==> src/rtl/ti_adc_offset_cal.sv <==
// Offset correction back-end for a time-interleaved SAR ADC.
// Subtracts a saturating per-way trim and includes a mean-averaging calibration engine.
module ti_adc_offset_cal #(
    parameter int WAYS  = 8,
    parameter int BITS  = 9,
    parameter int OFFW  = 8,
    parameter int LOG2N = 8
) (
    input  logic                                   clk,
    input  logic                                   rst,
    input  logic [WAYS*BITS-1:0]                   adcin,
    input  logic                                   valid_in,
    input  logic                                   bypass,
    output logic [WAYS*BITS-1:0]                   adcout,
    output logic                                   valid_out,
    input  logic                                   cal_start,
    input  logic [BITS-1:0]                        cal_target,
    output logic                                   cal_busy,
    output logic                                   cal_done,
    input  logic                                   off_wr_en,
    input  logic [((WAYS > 1) ? $clog2(WAYS) : 1)-1:0] off_wr_idx,
    input  logic [OFFW-1:0]                        off_wr_data,
    output logic [WAYS*OFFW-1:0]                   off_rd
);

    localparam int IDXW = (WAYS > 1) ? $clog2(WAYS) : 1;
    localparam int ACCW = BITS + LOG2N;
    // Widths chosen so neither subtraction can wrap before clamping.
    localparam int CW   = (BITS + 2 > OFFW + 2) ? BITS + 2 : OFFW + 2;
    localparam int TW   = (BITS + 2 > OFFW + 1) ? BITS + 2 : OFFW + 1;

    typedef enum logic [1:0] {
        IDLE   = 2'd0,
        ACCUM  = 2'd1,
        UPDATE = 2'd2
    } state_t;

    state_t state_reg, state_next;

    logic [LOG2N-1:0]     cnt_reg;
    logic                 last_word;
    logic                 acc_clr;
    logic                 acc_en;
    logic                 load_trims;
    logic                 wr_allowed;
    logic                 cal_done_reg;
    logic                 valid_out_reg;
    logic [WAYS*BITS-1:0] adcout_reg;
    logic [WAYS*BITS-1:0] corr_word;

    assign last_word = valid_in && (&cnt_reg);

    always_ff @(posedge clk or posedge rst) begin
        if (rst) begin
            state_reg <= IDLE;
        end else begin
            state_reg <= state_next;
        end
    end

    always_comb begin
        state_next = state_reg;
        case (state_reg)
            IDLE:    if (cal_start) state_next = ACCUM;
            ACCUM:   if (last_word) state_next = UPDATE;
            UPDATE:  state_next = IDLE;
            default: state_next = IDLE;
        endcase
    end

    always_comb begin
        cal_busy   = (state_reg != IDLE);
        acc_clr    = (state_reg == IDLE) && cal_start;
        acc_en     = (state_reg == ACCUM) && valid_in;
        load_trims = (state_reg == UPDATE);
        wr_allowed = (state_reg == IDLE);
    end

    always_ff @(posedge clk or posedge rst) begin
        if (rst) begin
            cnt_reg      <= '0;
            cal_done_reg <= 1'b0;
        end else begin
            cal_done_reg <= load_trims;
            if (acc_clr) begin
                cnt_reg <= '0;
            end else if (acc_en) begin
                cnt_reg <= cnt_reg + LOG2N'(1);
            end
        end
    end

    generate
        for (genvar gi = 0; gi < WAYS; gi++) begin : gen_way
            logic [BITS-1:0] code;
            logic [OFFW-1:0] off_reg;
            logic [ACCW-1:0] acc_reg;
            logic [CW-1:0]   diff;
            logic            diff_neg;
            logic            diff_over;
            logic [BITS-1:0] mean;
            logic [TW-1:0]   tdiff;
            logic            tdiff_fits;
            logic [OFFW-1:0] trim_new;

            assign code = adcin[gi*BITS +: BITS];

            assign diff      = {{(CW-BITS){1'b0}}, code} - {{(CW-OFFW){off_reg[OFFW-1]}}, off_reg};
            assign diff_neg  = diff[CW-1];
            assign diff_over = !diff_neg && (|diff[CW-2:BITS]);
            assign corr_word[gi*BITS +: BITS] = diff_neg  ? '0 :
                                                diff_over ? '1 : diff[BITS-1:0];

            // Floored mean minus target; fits OFFW signed iff the upper bits are a pure sign run.
            assign mean       = acc_reg[ACCW-1:LOG2N];
            assign tdiff      = {{(TW-BITS){1'b0}}, mean} - {{(TW-BITS){1'b0}}, cal_target};
            assign tdiff_fits = (&tdiff[TW-1:OFFW-1]) || !(|tdiff[TW-1:OFFW-1]);
            assign trim_new   = tdiff_fits   ? tdiff[OFFW-1:0] :
                                tdiff[TW-1]  ? {1'b1, {(OFFW-1){1'b0}}} :
                                               {1'b0, {(OFFW-1){1'b1}}};

            always_ff @(posedge clk or posedge rst) begin
                if (rst) begin
                    off_reg <= '0;
                end else if (load_trims) begin
                    off_reg <= trim_new;
                end else if (wr_allowed && off_wr_en && (off_wr_idx == IDXW'(gi))) begin
                    off_reg <= off_wr_data;
                end
            end

            always_ff @(posedge clk or posedge rst) begin
                if (rst) begin
                    acc_reg <= '0;
                end else if (acc_clr) begin
                    acc_reg <= '0;
                end else if (acc_en) begin
                    acc_reg <= acc_reg + ACCW'(code);
                end
            end

            assign off_rd[gi*OFFW +: OFFW] = off_reg;
        end
    endgenerate

    always_ff @(posedge clk or posedge rst) begin
        if (rst) begin
            adcout_reg    <= '0;
            valid_out_reg <= 1'b0;
        end else begin
            valid_out_reg <= valid_in;
            if (valid_in) begin
                adcout_reg <= bypass ? adcin : corr_word;
            end
        end
    end

    assign adcout    = adcout_reg;
    assign valid_out = valid_out_reg;
    assign cal_done  = cal_done_reg;

endmodule

==> config.mk <==
export PLATFORM = sky130hd
export DESIGN_NAME = ti_adc_offset_cal
export DESIGN_NICKNAME = d
export VERILOG_FILES = /design/src/rtl/ti_adc_offset_cal.sv
export SDC_FILE = /design/constraint.sdc
export NUM_CORES = 1
export LEC_CHECK = 0
export CAP_MARGIN = 0
export CORE_ASPECT_RATIO = 0.6
export CORE_MARGIN = 8
export CORE_UTILIZATION = 35
export DETAILED_ROUTE_END_ITERATION = 6
export DONT_BUFFER_PORTS = 1
export PLACE_DENSITY_LB_ADDON = 0.1
export SLEW_MARGIN = 20
export SYNTH_ARGS = -nofsm -noshare
export SYNTH_HDL_FRONTEND = slang
export SYNTH_SLANG_ARGS = --single-unit
==> constraint.sdc <==
create_clock -name clk -period 10.2 [get_ports clk]
set_input_delay 1.53 -clock clk [delete_from_list [all_inputs] [get_ports clk]]
set_output_delay 1.53 -clock clk [all_outputs]
set_load 0.01 [all_outputs]
==> results_dict.tcl <==
set metrics [dict create \
    maxCapViolCount 0 \
    critPathCaptureType "register" \
    ys.flop_type "dfrtp_1" \
    fillers 6601 \
    grt_max_degree 100 \
    overflow 0 \
    grt.total_usage 0.209 \
    ios 237 \
    hpwlAfterDp_um 57200 \
    r2r-end "adcout[63]" \
    drc 0 \
    rsz0062_at_grt "no" \
    areaGrowthSynthToFinish_pct 9.33 \
    power_uw 5180 \
    cts_resized 0 \
    cp.arrival_ps 4340 \
    dpl.cell_count 3465 \
    insertion_delay_ps 560 \
    fmax_mhz 256 \
    max_slew_margin 0.299 \
    synth_seq_area_share 0.315 \
    synth_warnings 0 \
    final_area_mm2 0.0247 \
    clockBufferDepth 3 \
    h-tree-depth 2 \
    fin_nets 2999 \
    ctsHoldBuffers 0 \
    wirelength_um 78000 \
    period_share 0.382 \
    min_path_type "reg -> reg" \
    hold_violations 0 \
    ys_types 77 \
    largest_reg_flops 136 \
    wl_per_cell_um 22.1 \
    power_per_cell_area_mw_per_mm2 210 \
    via_per_inst 5.65 \
    synth_top_area_cell "dfrtp_1" \
    first_global_vias 19200 \
    report.final.slew_viol_count 0 \
    worst_pin_slew_ps 1050 \
    synth_area_leaders "dfrtp_1 31%, ha_1 12%, nor2_1 5.5%" \
    fin_util 0.385 \
    netlist_top_cells_count "332 x nor2_1, 284 x dfrtp_1, 225 x ha_1" \
    min_period_ps 3900 \
    async_flop_share 1.00 \
    setup_viol 0 \
    cts_setup_buffers 0 \
    ys_ff_latch 284 \
    detail_route.iter0.violations 1662 \
    multiInputGateArea_mm2 0.0145 \
    synth.most_common_cell "nor2_1" \
    busiest_layer "met1" \
    initial_core_util 0.352 \
    min_from "gen_way[4].acc_reg[5]" \
    die_h_um 213 \
    fin_skew_ps 21.3 \
    ant_nets 0 \
    cts_num_sinks 284 \
    path_class "in -> reg" \
    fin_tns_setup_ps 0 \
    dpl_cell_area_mm2 0.0235 \
    ff2ff_path_depth 11 \
    slowest_stage "o41ai_2" \
    clk_pin_slew_ps 60 \
    cts_buffers 36 \
    row_count 72 \
    cts_tree "done" \
    use_met3 0.0480 \
    first_pass_iters 5 \
    p_leak_uw 0.0108 \
    rrSetupSlack_ps 7030 \
    r2r-start "gen_way[7].off_reg[0]" \
    outcome "completed" \
    grt_pass1_wl_um 119000 \
    synth_nets 3026 \
    gp_congestion 0.868 \
    clock-root-buffer "clkbuf_16" \
    portBuffers 0 \
    layout-drive-gt1-share 0.0448 \
    whs_endpoint "gen_way[4].acc_reg[5]" \
    die_x_um 344 \
    antenna_found_initial 1 \
    core_area_mm2 0.0641 \
    vdd_drop_max_mv 0.103 \
    cpMostUsedCell "nand3_1" \
    required_ps 10640 \
    use_met2 0.300 \
    whs_path_depth 2 \
    synth-edff-count 0 \
    vias 19900 \
    synthesis.area_mm2 0.0226 \
    syn_inst 2679 \
    crit_chain "inv_1 -> ha_1 -> nor2b_1 -> o2111ai_1 -> nand3_1 -> o41ai_2 -> nand4b_1 -> nand3_1 -> nand2b_1 -> a221oi_1" \
    register_area_mm2 0.00711 \
    dieArea_mm2 0.0731 \
    gr-usage-met1 0.315 \
    startpoint_type "input pin" \
    antenna_cells 0 \
    layout.cells.non_filler 3527 \
    avgSynthCellArea_um2 8.42 \
    cpPeakStageDelay_ps 530 \
    yosys.area.top_type_share 0.315 \
    crit_fanout 9 \
]
-- how the worst max path moves through the flow --
stage / start / endpoint / slack [ps] / depth (start not counted)
floorplan: rst / adcout[0] / 830 / 1
global placement: cal_target[5] / gen_way[1].off_reg[6] / 5880 / 10
detailed placement: cal_target[1] / gen_way[6].off_reg[0] / 5790 / 10
CTS: cal_target[1] / gen_way[6].off_reg[1] / 6400 / 10
global route: cal_target[1] / gen_way[6].off_reg[1] / 6160 / 10
finish: cal_target[1] / gen_way[6].off_reg[0] / 6300 / 10
-- kinds of logic after synthesis --
| kind of cell | Yosys count | share of synthesized area |
|---|---|---|
| AND/OR/NAND/NOR | 921 | 0.195 |
| AO/OA/AOI/OAI | 767 | 0.219 |
| flip-flops | 284 | 0.315 |
| buffers and inverters | 249 | 0.0416 |
| adder cells (fa/ha/maj) | 249 | 0.146 |
| XOR/XNOR | 179 | 0.0695 |
| multiplexers | 30 | 0.0135 |
-- per-layer routing --
metal  wire [um]  vias to the layer above
met5           0                        -
met4        1500                        0
met3        5850                       91
met2       31400                      530
met1       39300                     9714
li1            -                     9578
-- critical path, delay by kind of cell --
kind | cells | cell delay, ps
AND/OR/NAND/NOR | 5 | 830
adder cells (fa/ha/maj) | 1 | 350
buffers and inverters | 1 | 510
AO/OA/AOI/OAI | 3 | 1080
-- where the power goes --
group | switching (uW) | internal [uW] | total (uW) | leakage (uW)
clock network | 561 | 799 | 1360 | 0.000594
logic | 1200 | 959 | 2160 | 0.00671
registers | 275 | 1390 | 1660 | 0.00355
-- cells in the final DEF, fill, tap and decap left out, types with 80 or more instances in the layout --
cell type | netlist | final
dfrtp_1 | 284 | 284
ha_1 | 225 | 225
o21ai_1 | 86 | 86
xnor2_1 | 89 | 89
nand3_1 | 80 | 80
xor2_1 | 90 | 90
nor2_1 | 332 | 329
o21ai_0 | 121 | 121
inv_1 | 163 | 161
nand2_1 | 167 | 167
a21oi_1 | 188 | 188
-- stage by stage --
step | setup WS, ps | hold slack [ps]
2_1_floorplan | 834 | 454
3_3_place_gp | 5880 | 467
3_5_place_dp | 5790 | 474
4_1_cts | 6400 | 488
5_1_grt | 6160 | 503
6_report | 6300 | 486
-- area by class of cell --
class	instances	area share
flip-flops and latches	284	0.288
clock inverters	13	0.00634
repair buffers	13	0.00396
multi-input cells	2146	0.590
inverters	171	0.0263
well taps	851	0.0432
clock buffers	49	0.0427
Power figures use the tool's default switching activity.
